==> config.mk <==
export PLATFORM = sky130hd
export DESIGN_NAME = ucie_ctl_sb_tx_sched_flat
export DESIGN_NICKNAME = d
export VERILOG_FILES = /design/src/rtl/ucie_ctl_sb_pkg.sv /design/src/rtl/ucie_ctl_sb_tx_sched_if.sv /design/src/rtl/ucie_ctl_sb_tx_encode.sv /design/src/rtl/ucie_ctl_sb_tx_sched.sv /design/src/flat_wrapper.sv
export SDC_FILE = /design/constraint.sdc
export NUM_CORES = 1
export LEC_CHECK = 0
export ABC_AREA = 1
export CORE_MARGIN = 2
export CORE_UTILIZATION = 52
export DETAILED_ROUTE_END_ITERATION = 8
export PLACE_DENSITY = 0.86
export SYNTH_ARGS = -nofsm -noshare
export SYNTH_HDL_FRONTEND = slang
export SYNTH_HIERARCHICAL = 1
export SYNTH_SLANG_ARGS = --single-unit
==> constraint.sdc <==
create_clock -name i_clk -period 4.3 [get_ports i_clk]
set_input_delay 0.86 -clock i_clk [delete_from_list [all_inputs] [get_ports i_clk]]
set_output_delay 0.86 -clock i_clk [all_outputs]
set_load 0.02 [all_outputs]
==> src/rtl/ucie_ctl_sb_pkg.sv <==
// ucie_ctl_sb_pkg: shared constants, TX state encoding, code layout and phase-word builders
// Contents: opcodes, msgcode/subcode constants, srcid/dstid, tx_state_t, sb_code_t,
//           ph0_word()/ph1_word() helpers used by the sideband TX scheduler.
package ucie_ctl_sb_pkg;

    localparam logic [4:0] OP_NODATA = 5'b10010;
    localparam logic [4:0] OP_DATA   = 5'b11011;

    localparam logic [7:0] MSG_WDATA = 8'h01;
    localparam logic [7:0] MSG_CLS1  = 8'h03;
    localparam logic [7:0] MSG_CLS2  = 8'h04;
    localparam logic [7:0] MSG_CLS3  = 8'h09;

    localparam logic [7:0] SUB_00 = 8'h00;
    localparam logic [7:0] SUB_01 = 8'h01;
    localparam logic [7:0] SUB_09 = 8'h09;

    localparam logic [2:0] SRCID = 3'b001;
    localparam logic [2:0] DSTID = 3'b101;

    typedef enum logic [2:0] {ST_IDLE, ST_PH0, ST_PH1, ST_PH2, ST_PH3} tx_state_t;

    typedef struct packed {
        logic       no_data;
        logic [1:0] cls;
        logic [1:0] sub;
    } sb_code_t;

    function automatic logic [31:0] ph0_word(input logic with_data, input logic [7:0] msgcode);
        return {SRCID, 7'd0, msgcode, 9'd0, with_data ? OP_DATA : OP_NODATA};
    endfunction

    function automatic logic [31:0] ph1_word(input logic [7:0] subcode, input logic cp, input logic dp);
        return {dp, cp, 3'd0, DSTID, 16'd0, subcode};
    endfunction

endpackage

==> src/rtl/ucie_ctl_sb_tx_sched_if.sv <==
// ucie_ctl_sb_tx_sched_if: requester and serializer handshake bundle of the sideband TX scheduler
// master: requesters/serializer (drive vld, code, data, count_done; receive ack, err, phase)
// slave : the scheduler
interface ucie_ctl_sb_tx_sched_if;

    logic [1:0]  i_req_vld;
    logic [4:0]  i_req_code_0;
    logic [4:0]  i_req_code_1;
    logic [31:0] i_req_data_0;
    logic [31:0] i_req_data_1;
    logic        i_count_done;
    logic [1:0]  o_req_ack;
    logic        o_req_err;
    logic        o_phase_vld;
    logic [31:0] o_phase_data;

    modport master (
        output i_req_vld, i_req_code_0, i_req_code_1, i_req_data_0, i_req_data_1, i_count_done,
        input  o_req_ack, o_req_err, o_phase_vld, o_phase_data
    );

    modport slave (
        input  i_req_vld, i_req_code_0, i_req_code_1, i_req_data_0, i_req_data_1, i_count_done,
        output o_req_ack, o_req_err, o_phase_vld, o_phase_data
    );

endinterface

==> src/rtl/ucie_ctl_sb_tx_encode.sv <==
// ucie_ctl_sb_tx_encode: combinational 5-bit message code to {msgcode, subcode, with_data, valid}
// Ports: i_code (5-bit RX-decode style code); o_msgcode, o_subcode, o_with_data, o_valid.
module ucie_ctl_sb_tx_encode
    import ucie_ctl_sb_pkg::*;
(
    input  logic [4:0] i_code,
    output logic [7:0] o_msgcode,
    output logic [7:0] o_subcode,
    output logic       o_with_data,
    output logic       o_valid
);

    sb_code_t c;

    assign c = i_code;
    assign o_with_data = !c.no_data;
    // Classes 01/10 only define the odd subs; class 11 defines all but sub 11; class 00 is unused.
    assign o_valid = !c.no_data || (c.cls == 2'b11 ? c.sub != 2'b11 : c.cls != 2'b00 && c.sub[0]);
    assign o_msgcode = !c.no_data ? MSG_WDATA : c.cls == 2'b11 ? MSG_CLS3 : c.cls == 2'b10 ? MSG_CLS2 : MSG_CLS1;
    assign o_subcode = !c.no_data ? SUB_00 : c.cls == 2'b11 ? {6'd0, c.sub} : c.sub[1] ? SUB_09 : SUB_01;

endmodule

==> src/rtl/ucie_ctl_sb_tx_sched.sv <==
// ucie_ctl_sb_tx_sched: round-robin sideband TX scheduler with credit gating and 32-bit phase output
// Ports: i_clk, i_rst (async, active high), i_cfg_crd (credit return pulse),
//        o_busy (not IDLE), o_crd_avail (credit > 0), bus (slave modport: requests, ack/err, phases).
// Optional: define UCIE_CTL_SB_TX_PARITY_EN to fill phase 1 cp/dp parity bits.
module ucie_ctl_sb_tx_sched
    import ucie_ctl_sb_pkg::*;
#(
    parameter int CRD_INIT = 1,
    parameter int CRD_MAX  = 3,
    parameter int CRD_W    = 2
) (
    input  logic                   i_clk,
    input  logic                   i_rst,
    input  logic                   i_cfg_crd,
    output logic                   o_busy,
    output logic                   o_crd_avail,
    ucie_ctl_sb_tx_sched_if.slave  bus
);

    tx_state_t        state;
    logic [CRD_W-1:0] crd;
    logic             ptr;
    logic             sel, grant, inc, dec;
    logic [7:0]       msgcode, subcode, msg_q, sub_q;
    logic             with_data, valid, wd_q;
    logic [31:0]      data_q, ph1_w, phase_q;
    logic [1:0]       ack_q;
    logic             err_q, pvld_q;

    // ptr names the requester favoured on a tie.
    assign sel = &bus.i_req_vld ? ptr : bus.i_req_vld[1];
    // The ack cycle is skipped so a requester still holding vld during its ack is not served twice.
    assign grant = state == ST_IDLE && |bus.i_req_vld && crd != '0 && ack_q == 2'b00;
    assign dec = grant && valid;
    assign inc = i_cfg_crd && crd != CRD_W'(CRD_MAX);

    ucie_ctl_sb_tx_encode u_enc (
        .i_code      (sel ? bus.i_req_code_1 : bus.i_req_code_0),
        .o_msgcode   (msgcode),
        .o_subcode   (subcode),
        .o_with_data (with_data),
        .o_valid     (valid)
    );

`ifdef UCIE_CTL_SB_TX_PARITY_EN
    assign ph1_w = ph1_word(sub_q, (^ph0_word(wd_q, msg_q)) ^ (^ph1_word(sub_q, 1'b0, 1'b0)), wd_q & (^data_q));
`else
    assign ph1_w = ph1_word(sub_q, 1'b0, 1'b0);
`endif

    always_ff @(posedge i_clk or posedge i_rst) begin
        if (i_rst) begin
            state   <= ST_IDLE;
            crd     <= CRD_W'(CRD_INIT);
            ptr     <= 1'b0;
            msg_q   <= '0;
            sub_q   <= '0;
            wd_q    <= 1'b0;
            data_q  <= '0;
            ack_q   <= '0;
            err_q   <= 1'b0;
            pvld_q  <= 1'b0;
            phase_q <= '0;
        end else begin
            ack_q <= '0;
            err_q <= 1'b0;
            // A return and a spend in the same cycle cancel, even at saturation.
            crd <= inc && !dec ? crd + CRD_W'(1) : dec && !i_cfg_crd ? crd - CRD_W'(1) : crd;
            case (state)
                ST_IDLE: if (grant) begin
                    ack_q <= sel ? 2'b10 : 2'b01;
                    ptr   <= !sel;
                    if (valid) begin
                        state   <= ST_PH0;
                        msg_q   <= msgcode;
                        sub_q   <= subcode;
                        wd_q    <= with_data;
                        data_q  <= sel ? bus.i_req_data_1 : bus.i_req_data_0;
                        pvld_q  <= 1'b1;
                        phase_q <= ph0_word(with_data, msgcode);
                    end else begin
                        err_q <= 1'b1;
                    end
                end
                ST_PH0: if (bus.i_count_done) begin
                    state   <= ST_PH1;
                    phase_q <= ph1_w;
                end
                ST_PH1: if (bus.i_count_done) begin
                    state   <= wd_q ? ST_PH2 : ST_IDLE;
                    pvld_q  <= wd_q;
                    phase_q <= wd_q ? data_q : '0;
                end
                ST_PH2: if (bus.i_count_done) begin
                    state   <= ST_PH3;
                    phase_q <= '0;
                end
                ST_PH3: if (bus.i_count_done) begin
                    state  <= ST_IDLE;
                    pvld_q <= 1'b0;
                end
                default: state <= ST_IDLE;
            endcase
        end
    end

    assign bus.o_req_ack    = ack_q;
    assign bus.o_req_err    = err_q;
    assign bus.o_phase_vld  = pvld_q;
    assign bus.o_phase_data = phase_q;
    assign o_busy           = state != ST_IDLE;
    assign o_crd_avail      = |crd;

endmodule

==> src/flat_wrapper.sv <==
// flat-port wrapper written by rule: the top's interface ports become plain ports
module ucie_ctl_sb_tx_sched_flat import ucie_ctl_sb_pkg::*;
#(
    parameter int CRD_INIT = 1,
    parameter int CRD_MAX  = 3,
    parameter int CRD_W    = 2
)
  (i_clk, i_rst, i_cfg_crd, o_busy, o_crd_avail, bus_i_req_vld, bus_i_req_code_0, bus_i_req_code_1, bus_i_req_data_0, bus_i_req_data_1, bus_i_count_done, bus_o_req_ack, bus_o_req_err, bus_o_phase_vld, bus_o_phase_data);
  ucie_ctl_sb_tx_sched_if bus_i ();
  input  logic i_clk;
  input  logic i_rst;
  input  logic i_cfg_crd;
  output logic o_busy;
  output logic o_crd_avail;
  input wire logic [$bits(bus_i.i_req_vld)-1:0] bus_i_req_vld;
  input wire logic [$bits(bus_i.i_req_code_0)-1:0] bus_i_req_code_0;
  input wire logic [$bits(bus_i.i_req_code_1)-1:0] bus_i_req_code_1;
  input wire logic [$bits(bus_i.i_req_data_0)-1:0] bus_i_req_data_0;
  input wire logic [$bits(bus_i.i_req_data_1)-1:0] bus_i_req_data_1;
  input wire logic [$bits(bus_i.i_count_done)-1:0] bus_i_count_done;
  output wire logic [$bits(bus_i.o_req_ack)-1:0] bus_o_req_ack;
  output wire logic [$bits(bus_i.o_req_err)-1:0] bus_o_req_err;
  output wire logic [$bits(bus_i.o_phase_vld)-1:0] bus_o_phase_vld;
  output wire logic [$bits(bus_i.o_phase_data)-1:0] bus_o_phase_data;
  assign bus_i.i_req_vld = bus_i_req_vld;
  assign bus_i.i_req_code_0 = bus_i_req_code_0;
  assign bus_i.i_req_code_1 = bus_i_req_code_1;
  assign bus_i.i_req_data_0 = bus_i_req_data_0;
  assign bus_i.i_req_data_1 = bus_i_req_data_1;
  assign bus_i.i_count_done = bus_i_count_done;
  assign bus_o_req_ack = bus_i.o_req_ack;
  assign bus_o_req_err = bus_i.o_req_err;
  assign bus_o_phase_vld = bus_i.o_phase_vld;
  assign bus_o_phase_data = bus_i.o_phase_data;
  ucie_ctl_sb_tx_sched #(.CRD_INIT(CRD_INIT), .CRD_MAX(CRD_MAX), .CRD_W(CRD_W)) u_core (.i_clk(i_clk), .i_rst(i_rst), .i_cfg_crd(i_cfg_crd), .o_busy(o_busy), .o_crd_avail(o_crd_avail), .bus(bus_i));
endmodule
==> results of run 1 <==
## flip-flops by register name (all words and copies together), names as in the netlist
register                 count
u_core/wd_q                  1
u_core/bus.o_phase_data     32
u_core/crd                   2
u_core/state                 3
u_core/data_q               32
u_core/bus.o_req_err         1
u_core/ptr                   1
u_core/sub_q                 8
u_core/bus.o_phase_vld       1
u_core/bus.o_req_ack         2
## kinds of logic after synthesis
| group | after synthesis |
|---|---|
| DFF | 83 |
| buffers and inverters | 78 |
| other | 1 |
| and+or+nand+nor | 416 |
| AOI/OAI and AO/OA | 33 |
## placed cells by master, fill, tap and decap left out
cell type / netlist / layout
nand2_2: 3 / 3
o21ai_4: 0 / 1
inv_4: 1 / 1
nor2_2: 1 / 1
nor3_1: 1 / 1
o21ai_2: 1 / 1
clkinvlp_4: 0 / 3
bufinv_16: 0 / 2
conb_1: 1 / 9
nand2_1: 370 / 370
nand4_1: 4 / 4
clkbuf_8: 0 / 9
dfstp_2: 1 / 1
clkdlybuf4s50_1: 0 / 117
nor2_1: 23 / 23
nor3_2: 1 / 1
nand3_4: 1 / 1
o21ai_0: 21 / 21
nor2_4: 3 / 3
a21oi_1: 3 / 3
inv_1: 37 / 36
clkinv_2: 0 / 1
inv_6: 0 / 2
inv_2: 6 / 6
nand3_1: 9 / 9
buf_4: 17 / 5
dfrtp_1: 82 / 82
o21ai_1: 8 / 7
## worst max-delay path, cell delays in order
cell             delay, ps
clkdlybuf4s50_1        470
inv_1                   70
o21ai_4                150
inv_2                  190
nand2_1                100
nand2_1                 90
nand2_1                130
nand2_1                110
nand2_1                 80
nand2_1                150
nand3_4                310
inv_4                  290
nor2_4                 640
nand2_1                150
nand2_1                110
## through the flow
step,utilization [%],setup slack [ps],std cells
floorplan,-,1300,619
global placement,67.2,511,812
detailed placement,67.2,286,812
CTS,70.0,653,828
global route,70.0,294,828
finish,70.0,638,828
## layout make-up
class                      count  area [sq um]  area share, %
clock inverter                 7           100           1.77
multi-input combinational    458          1850           32.7
inverter                      44           169           2.98
sequential                    83          2080           36.7
tap                          105           131           2.32
clock buffer                   9           124           2.19
timing repair buffer         122          1210           21.3
## routing by layer
metal  GRT usage (%)  part of all wire [%]
met1            29.4                    43
met2            41.8                    49
met3            4.95                   7.3
met4            8.09                  0.98
met5               0                     0
## worst min-delay path by stage
stage	from	to	slack (ps)	cells past startpoint
6_report	u_core/bus.o_phase_data[5]$_DFFE_PP0P_	u_core/bus.o_phase_data[5]$_DFFE_PP0P_	470	2
5_1_grt	u_core/bus.o_phase_vld$_DFFE_PP0P_	u_core/bus.o_phase_vld$_DFFE_PP0P_	500	2
4_1_cts	u_core/bus.o_phase_data[5]$_DFFE_PP0P_	u_core/bus.o_phase_data[5]$_DFFE_PP0P_	480	2
3_5_place_dp	u_core/bus.o_phase_data[22]$_DFFE_PP0P_	u_core/bus.o_phase_data[22]$_DFFE_PP0P_	460	2
3_3_place_gp	u_core/bus.o_phase_data[27]$_DFFE_PP0P_	u_core/bus.o_phase_data[27]$_DFFE_PP0P_	460	2
2_1_floorplan	u_core/ptr$_DFFE_PP0P_	u_core/ptr$_DFFE_PP0P_	440	2
## power by group through the flow
stage,registers (mW),logic [mW],clock network [mW]
final,1.27,1.68,0.624
after global placement,1.27,1.61,0
after CTS,1.27,1.68,0.637
after detailed placement,1.28,1.67,0
after floorplan,1.38,1.06,0
after global routing,1.30,1.88,0.677
==> results.yml, run 1 <==
status:
  outcome: "finished, final reports clean"
layout:
  fin_area_sq_um: 5660
  layout-drive-gt1-share_pct: 5.67
  syn_to_final_growth_pct: 32.4
  fillers: 652
  antenna_cells: 0
  final_nets: 798
logic_synthesis:
  synthAdderAreaFrac_pct: 0
  synth_top_family_by_area: "simple AND/OR/NAND/NOR gates"
  synthMuxAreaShare_pct: 0
  syn-cell-area_sq_um: 4280
  synth_xor_area_share_pct: 0
  synth_edf_count: 0
  synthArstFlopShare_pct: 100
  yosys_warnings: 6
  synth_common_cells: "nand2_1 (370), dfrtp_1 (82), inv_1 (37)"
  synthDominantCellAreaShare_pct: 48.0
  synth_area_per_cell_sq_um: 7.00
  ys_seq_area_share_pct: 48.6
  synth_compound_area_share_pct: 3.95
  yosys.area_share.simple_pct: 38.3
  yosys_register_bits: 83
  synth.area.top_cells: "dfrtp_1 (48%), nand2_1 (32%), inv_1 (3.2%)"
  ys_types: 24
  synth_most_common_cell: "nand2_1"
  yosys.area.top_type: "dfrtp_1"
  syn-instance-count: 611
  synthFlopType: "dfrtp_1"
power:
  leakage_nw: 3.02
  power_frac_comb_pct: 46.9
  pwr-share-seq_pct: 35.6
  switching_share_pct: 42.7
  clkPwrFrac_pct: 17.5
  peakVddDrop_uv: 376
  p_int_mw: 2.05
  power.density_nw_per_um2: 631
  power_mw: 3.57
  p_sw_mw: 1.53
setup_path:
  reg2reg_to: "u_core/bus.o_phase_data[17]$_DFFE_PP0P_"
  cp-end-kind: "flip-flop"
  worst_setup_path_start_kind: "input pin"
  critPathLaunch: "bus_i_req_vld[0]"
  timing.rr.start: "u_core/ptr$_DFFE_PP0P_"
  crit_end: "u_core/bus.o_phase_data[17]$_DFFE_PP0P_"
  cp_max_fo: 62
  path_class: "input pin to flip-flop"
  cp.arrival_ps: 3950
  reg2reg_depth: 13
  r2r_slack_ps: 1220
  critical_path_required_ps: 4580
clock_network:
  path_clk_slew_ps: 90
  numCtsBuffers: 9
  cts-htree-levels: 3
  post_cts_resized: 0
  clkLatencyLatePin_ps: 350
  cts_setup_buffers: 0
  root_buffer: "clkbuf_8"
  cts_tree: "yes"
  hold_buffers: 0
  cts.sinks: 83
  clock_path_buffers: 2
global_routing:
  grt_max_degree: 67
  grt_pass1_wl_mm: 16.6
  grt_pass1_vias: 3857
  grt_usage_pct: 23.9
  overflow: 0
  antenna_found_initial: 0
placement:
  numPortBuffers: 117
  place_congestion: 0.807
  place_hpwl_mm: 7.38
  postPlaceCellArea_sq_um: 5440
detailed_routing:
  via_per_inst: 4.82
  vias: 3992
  firstDrtPassIters: 5
  drt_wl_total_mm: 10.3
  wl_per_cell_microns: 12.4
  drtIter0Drc: 203
  drcViolationCount: 0
  ant_nets: 0
sta:
  finalHoldViolCount: 0
  max_freq_ghz: 0.273
  maxSlewViolCount: 0
  timing.final.crit_share_pct: 85.2
  finClkSkew_ps: 9.82
  max_slew_margin_pct: 26.8
  tightest_slew_ps: 1100
  rsz0062_at_grt: "false"
  tns_ps: 0
  period_minus_slack_ps: 3660
  setup_violations: 0
  hold_ws_ps: 474
die:
  die_width_microns: 94.7
  dieArea_sq_um: 8970
  initial_utilization_pct: 52.8
  rows: 33
  core_sq_um: 8090
  io-pin-count: 118
  die_h_microns: 94.7
flow_run:
  maxCapViolCount: 0
min_path:
  hp-class: "flip-flop to flip-flop"
(Power assumes the default switching activity.)
==> inputs of run 2 (changes only) <==
CAP_MARGIN = 20   (was unset)
SLEW_MARGIN = 20   (was unset)
==> run 2 against run 1 <==
Against the previous run: clock skew increased by 0.58 ps; combinational power about the same; routed wire length decreased by 0.41%; register-to-register slack got worse by 20 ps; maximum frequency decreased by 0.84%; utilization increased by 0.87 points; critical path depth unchanged; die area unchanged; global-route usage unchanged; flip-flop and latch count unchanged; hold slack about the same; largest power group unchanged.
==> results.yml, run 2 (synthesized netlist as in run 1, its figures left out) <==
status:
  outcome: "finished, final reports clean"
clock_network:
  post_cts_resized: 0
  clkLatencyLatePin_ps: 350
  root_buffer: "clkbuf_8"
  hold_buffers: 0
  cts-htree-levels: 3
  path_clk_slew_ps: 90
  numCtsBuffers: 9
  cts_tree: "yes"
  clock_path_buffers: 2
  cts_setup_buffers: 0
  cts.sinks: 83
flow_run:
  maxCapViolCount: 0
power:
  pwr-share-seq_pct: 34.3
  switching_share_pct: 41.1
  p_int_mw: 2.18
  clkPwrFrac_pct: 20.1
  power_frac_comb_pct: 45.6
  p_sw_mw: 1.52
  peakVddDrop_uv: 400
  leakage_nw: 3.06
  power.density_nw_per_um2: 645
setup_path:
  cp.arrival_ps: 3980
  critical_path_required_ps: 4590
  slowest_delay_ps: 650
  cp_max_fo: 62
  cp-end-kind: "flip-flop"
  path_cells: "clkdlybuf4s50_1 -> inv_1 -> o21ai_4 -> inv_2 -> nand2_1 -> nand2_1 -> nand2_1 -> nand2_1 -> nand2_1 -> nand2_1 -> nand3_4 -> inv_4 -> nor2_4 -> nand2_1 -> nand2_1"
  crit_top_cell: "nand2_1"
  path_class: "input pin to flip-flop"
  timing.critical_path.slowest_stage_cell: "nor2_4"
  worst_setup_path_start_kind: "input pin"
detailed_routing:
  via_per_inst: 4.77
  drcViolationCount: 0
  drt_wl_total_mm: 10.2
  vias: 3956
  firstDrtPassIters: 4
  drtIter0Drc: 174
  ant_nets: 0
  wl_per_cell_microns: 12.3
sta:
  timing.final.crit_share_pct: 85.9
  tightest_slew_ps: 741
  finClkSkew_ps: 10.4
  period_minus_slack_ps: 3690
  finalHoldViolCount: 0
  rsz0062_at_grt: "false"
  max_slew_margin_pct: 50.5
  setup_violations: 0
  maxSlewViolCount: 0
  tns_ps: 0
  max_freq_ghz: 0.271
placement:
  numPortBuffers: 117
  place_congestion: 0.807
  place_hpwl_mm: 7.48
die:
  rows: 33
  die_h_microns: 94.7
  core_sq_um: 8090
  initial_utilization_pct: 52.8
  die_width_microns: 94.7
  dieArea_sq_um: 8970
  io-pin-count: 118
global_routing:
  overflow: 0
  grt_max_degree: 63
  grt_usage_pct: 23.9
  antenna_found_initial: 0
  grt_pass1_wl_mm: 16.7
  grt_pass1_vias: 3812
layout:
  fillers: 657
  final_common_cell: "nand2_1"
  layout_common_cells: "nand2_1 (370), clkdlybuf4s50_1 (117), dfrtp_1 (82), inv_1 (36), nor2_1 (23)"
  layout-drive-gt1-share_pct: 5.80
  final_nets: 799
  fin_util_pct: 70.8
  syn_to_final_growth_pct: 34.0
  antenna_cells: 0
min_path:
  hp-class: "flip-flop to flip-flop"
## run 2: cell count changes in the layout (fill, tap and decap cells not counted)
cell,change
clkbuf_8,+1
buf_12,+1
bufinv_16,+2
clkinv_4,+1
clkinvlp_4,-2
inv_6,-2
## run 2: stage by stage
stage                     cells  area [sq um]  power (mW)  setup WS (ps)  hold WS (ps)
final                       829          5730        3.70            607           475
after global routing        829          5730        3.98            308           502
after detailed placement    813          5460        2.96            288           461
after global placement      812          5440        2.88            511           456
after floorplan             619          4310        2.44           1300           442
after CTS                   829          5730        3.71            654           482
## run 2: critical path, delay by kind of cell
family / cells / cell delay, ps
AO/OA/AOI/OAI: 1 / 150
AND/OR/NAND/NOR: 10 / 1890
buffers and inverters: 4 / 1030
## run 2: power groups by stage
stage	clock network [mW]	logic, mW	registers [mW]
after floorplan	0	1.06	1.38
after global placement	0	1.61	1.27
after detailed placement	0	1.68	1.28
after CTS	0.754	1.69	1.27
after global routing	0.790	1.89	1.30
final	0.743	1.69	1.27
## run 2: cell type report
type	count	area (sq um)	share of cell area (%)
sequential	83	2080	36.3
multi-input combinational	458	1850	32.3
timing repair buffer	123	1230	21.4
inverter	44	169	2.95
clock buffer	10	138	2.40
clock inverter	6	136	2.38
tap	105	131	2.29
## run 2: final timing paths
| path | startpoint | endpoint | slack [ps] | cells past startpoint |
|---|---|---|---|---|
| worst max register to register | u_core/ptr$_DFFE_PP0P_ | u_core/bus.o_phase_data[15]$_DFFE_PP0P_ | 1200 | 13 |
| worst max-delay path | bus_i_req_vld[0] | u_core/bus.o_phase_data[15]$_DFFE_PP0P_ | 610 | 15 |
| min in group asynchronous | i_rst | u_core/bus.o_phase_data[24]$_DFFE_PP0P_ | 830 | 2 |
| worst min register to register | u_core/bus.o_phase_data[5]$_DFFE_PP0P_ | u_core/bus.o_phase_data[5]$_DFFE_PP0P_ | 470 | 2 |
| max in group asynchronous | i_rst | u_core/crd[0]$_DFFE_PP1P_ | 2850 | 3 |
| worst min-delay path | u_core/bus.o_phase_data[5]$_DFFE_PP0P_ | u_core/bus.o_phase_data[5]$_DFFE_PP0P_ | 470 | 2 |
## run 2: metal layers
layer / part of all wire [%] / vias to the layer above / routed length (microns) / global-route usage [%]
li1: - / 2033 / - / -
met1: 44 / 1807 / 4460 / 30.4
met2: 49 / 112 / 5040 / 41.5
met3: 6.2 / 4 / 636 / 4.07
met4: 0.74 / 0 / 76 / 7.85
met5: 0 / - / 0 / 0
==> inputs of run 3 (changes only) <==
CORE_MARGIN = unset   (was 2)
CORE_UTILIZATION = 60   (was 52)
DONT_BUFFER_PORTS = 1   (was unset)
PLACE_DENSITY = 0.76   (was 0.86)
clock period = 3.76 ns   (was 4.3 ns; I/O delays follow)
==> run 3 against run 2 <==
Against the previous run: register-to-register slack worse by 380 ps; clock power is 3% lower; hold slack worse by 68 ps; critical endpoint is now u_core/data_q[23]$_DFFE_PP0P_; utilization down 5.2 points; sequential share of layout area rose by 10 points; non-clock buffer count decreased by 118; global-route usage grew 2.6 points; highest routed layer unchanged; first-iteration DRC count grew 26%; final cell count fell by 15%.
==> results.yml, run 3 (synthesized netlist as in run 1, its figures left out) <==
status:
  outcome: "finished, final reports clean"
placement:
  place_congestion: 0.845
  place_hpwl_mm: 6.15
  postPlaceCellArea_sq_um: 4260
  numPortBuffers: 0
setup_path:
  critical_path_required_ps: 3980
  critPathLaunch: "bus_i_req_vld[0]"
  cp-end-kind: "flip-flop"
  r2r_slack_ps: 820
  timing.rr.start: "u_core/ptr$_DFFE_PP0P_"
  worst_setup_path_start_kind: "input pin"
  cp.arrival_ps: 3230
  cp_max_fo: 61
  reg2reg_depth: 12
  path_class: "input pin to flip-flop"
  crit_end: "u_core/data_q[23]$_DFFE_PP0P_"
  reg2reg_to: "u_core/data_q[23]$_DFFE_PP0P_"
die:
  core_sq_um: 6830
  dieArea_sq_um: 7470
  die_h_microns: 86.4
  die_width_microns: 86.4
  io-pin-count: 118
  rows: 30
  initial_utilization_pct: 62.6
layout:
  layout-drive-gt1-share_pct: 6.60
  fin_area_sq_um: 4480
  layout_common_cells: "nand2_1 (370), dfrtp_1 (82), inv_1 (36), nor2_1 (23), o21ai_0 (21)"
  antenna_cells: 0
  final_common_cell: "nand2_1"
  final_nets: 681
  syn_to_final_growth_pct: 4.77
clock_network:
  numCtsBuffers: 9
  post_cts_resized: 0
  cts_tree: "yes"
  cts_setup_buffers: 0
  root_buffer: "clkbuf_8"
  clkLatencyLatePin_ps: 360
  cts-htree-levels: 3
  cts.sinks: 83
  clock_path_buffers: 2
  path_clk_slew_ps: 90
  hold_buffers: 0
sta:
  tns_ps: 0
  timing.final.crit_share_pct: 80.1
  setup_violations: 0
  max_slew_margin_pct: 45.5
  rsz0062_at_grt: "false"
  tightest_slew_ps: 817
  maxSlewViolCount: 0
  finalHoldViolCount: 0
  max_freq_ghz: 0.332
  period_minus_slack_ps: 3010
  finClkSkew_ps: 13.3
detailed_routing:
  drt_wl_total_mm: 9.15
  wl_per_cell_microns: 13.0
  drcViolationCount: 0
  ant_nets: 0
  firstDrtPassIters: 5
  drtIter0Drc: 219
  vias: 3506
  via_per_inst: 4.99
global_routing:
  grt_pass1_wl_mm: 15.3
  antenna_found_initial: 0
  grt_pass1_vias: 3378
  grt_max_degree: 62
  grt_usage_pct: 26.5
  overflow: 0
power:
  leakage_nw: 2.58
  power.density_nw_per_um2: 834
  peakVddDrop_uv: 412
flow_run:
  maxCapViolCount: 0
min_path:
  hp-class: "input pin to async pin"
[run 3: cell types whose count changed in the layout (fill, tap and decap cells not counted), sizes merged]
cell           previous run  this run
clkdlybuf4s50           117         0
bufinv                    4         2
buf                       6         5
clkbuf                   10        11
clkinv                    2         1
clkinvlp                  1         2
inv                      43        44
[run 3: power by group]
| group | switching, mW | total, mW | internal (mW) |
|---|---|---|---|
| sequential | 0.357 | 1.62 | 1.26 |
| clock | 0.329 | 0.724 | 0.395 |
| combinational | 0.987 | 1.39 | 0.406 |
[run 3: worst min path at each step]
stage                     slack (ps)                                       to                           from  cells after the start
after floorplan                  440                   u_core/ptr$_DFFE_PP0P_         u_core/ptr$_DFFE_PP0P_                      2
after global placement           460            u_core/data_q[24]$_DFFE_PP0P_  u_core/data_q[24]$_DFFE_PP0P_                      2
after detailed placement         460            u_core/data_q[21]$_DFFE_PP0P_  u_core/data_q[21]$_DFFE_PP0P_                      2
after CTS                        440  u_core/bus.o_phase_data[14]$_DFFE_PP0P_                          i_rst                      1
after global routing             480  u_core/bus.o_phase_data[11]$_DFFE_PP0P_                          i_rst                      1
final                            410  u_core/bus.o_phase_data[14]$_DFFE_PP0P_                          i_rst                      1
[run 3: stage by stage]
step | hold WS [ps] | setup slack [ps] | cells | util (%) | total power [mW]
after floorplan | 442 | 873 | 619 | - | 2.79
after global placement | 463 | 547 | 686 | 62.3 | 2.98
after detailed placement | 465 | 398 | 686 | 62.3 | 3.03
after CTS | 438 | 769 | 702 | 65.6 | 3.76
after global routing | 480 | 470 | 702 | 65.6 | 4.05
final | 407 | 748 | 702 | 65.6 | 3.74
[run 3: metal layers]
| metal | global-route usage [%] | vias up | share of wire [%] |
|---|---|---|---|
| met5 | 0 | - | 0 |
| met4 | 8.94 | 0 | 0.95 |
| met3 | 5.05 | 8 | 7.2 |
| met2 | 44.4 | 131 | 46 |
| met1 | 34.8 | 1575 | 45 |
| li1 | - | 1792 | - |
[run 3: area by class of cell]
| cell class | instances | area (sq um) |
|---|---|---|
| Fill cell | 629 | 2350 |
| Sequential cell | 83 | 2080 |
| Multi-Input combinational cell | 458 | 1850 |
| Inverter | 44 | 169 |
| Clock buffer | 11 | 141 |
| Tap cell | 96 | 120 |
| Clock inverter | 5 | 83.8 |
| Timing Repair Buffer | 5 | 37.5 |
[run 3: critical path, cell delays in order]
cell     delay [ps]
inv_1            90
o21ai_4          60
inv_2           460
nand2_1         130
nand2_1         140
nand2_1         120
nand2_1         120
nand2_1          60
nand2_1         180
nand3_4         300
inv_4           150
buf_4           480
o21ai_0         180
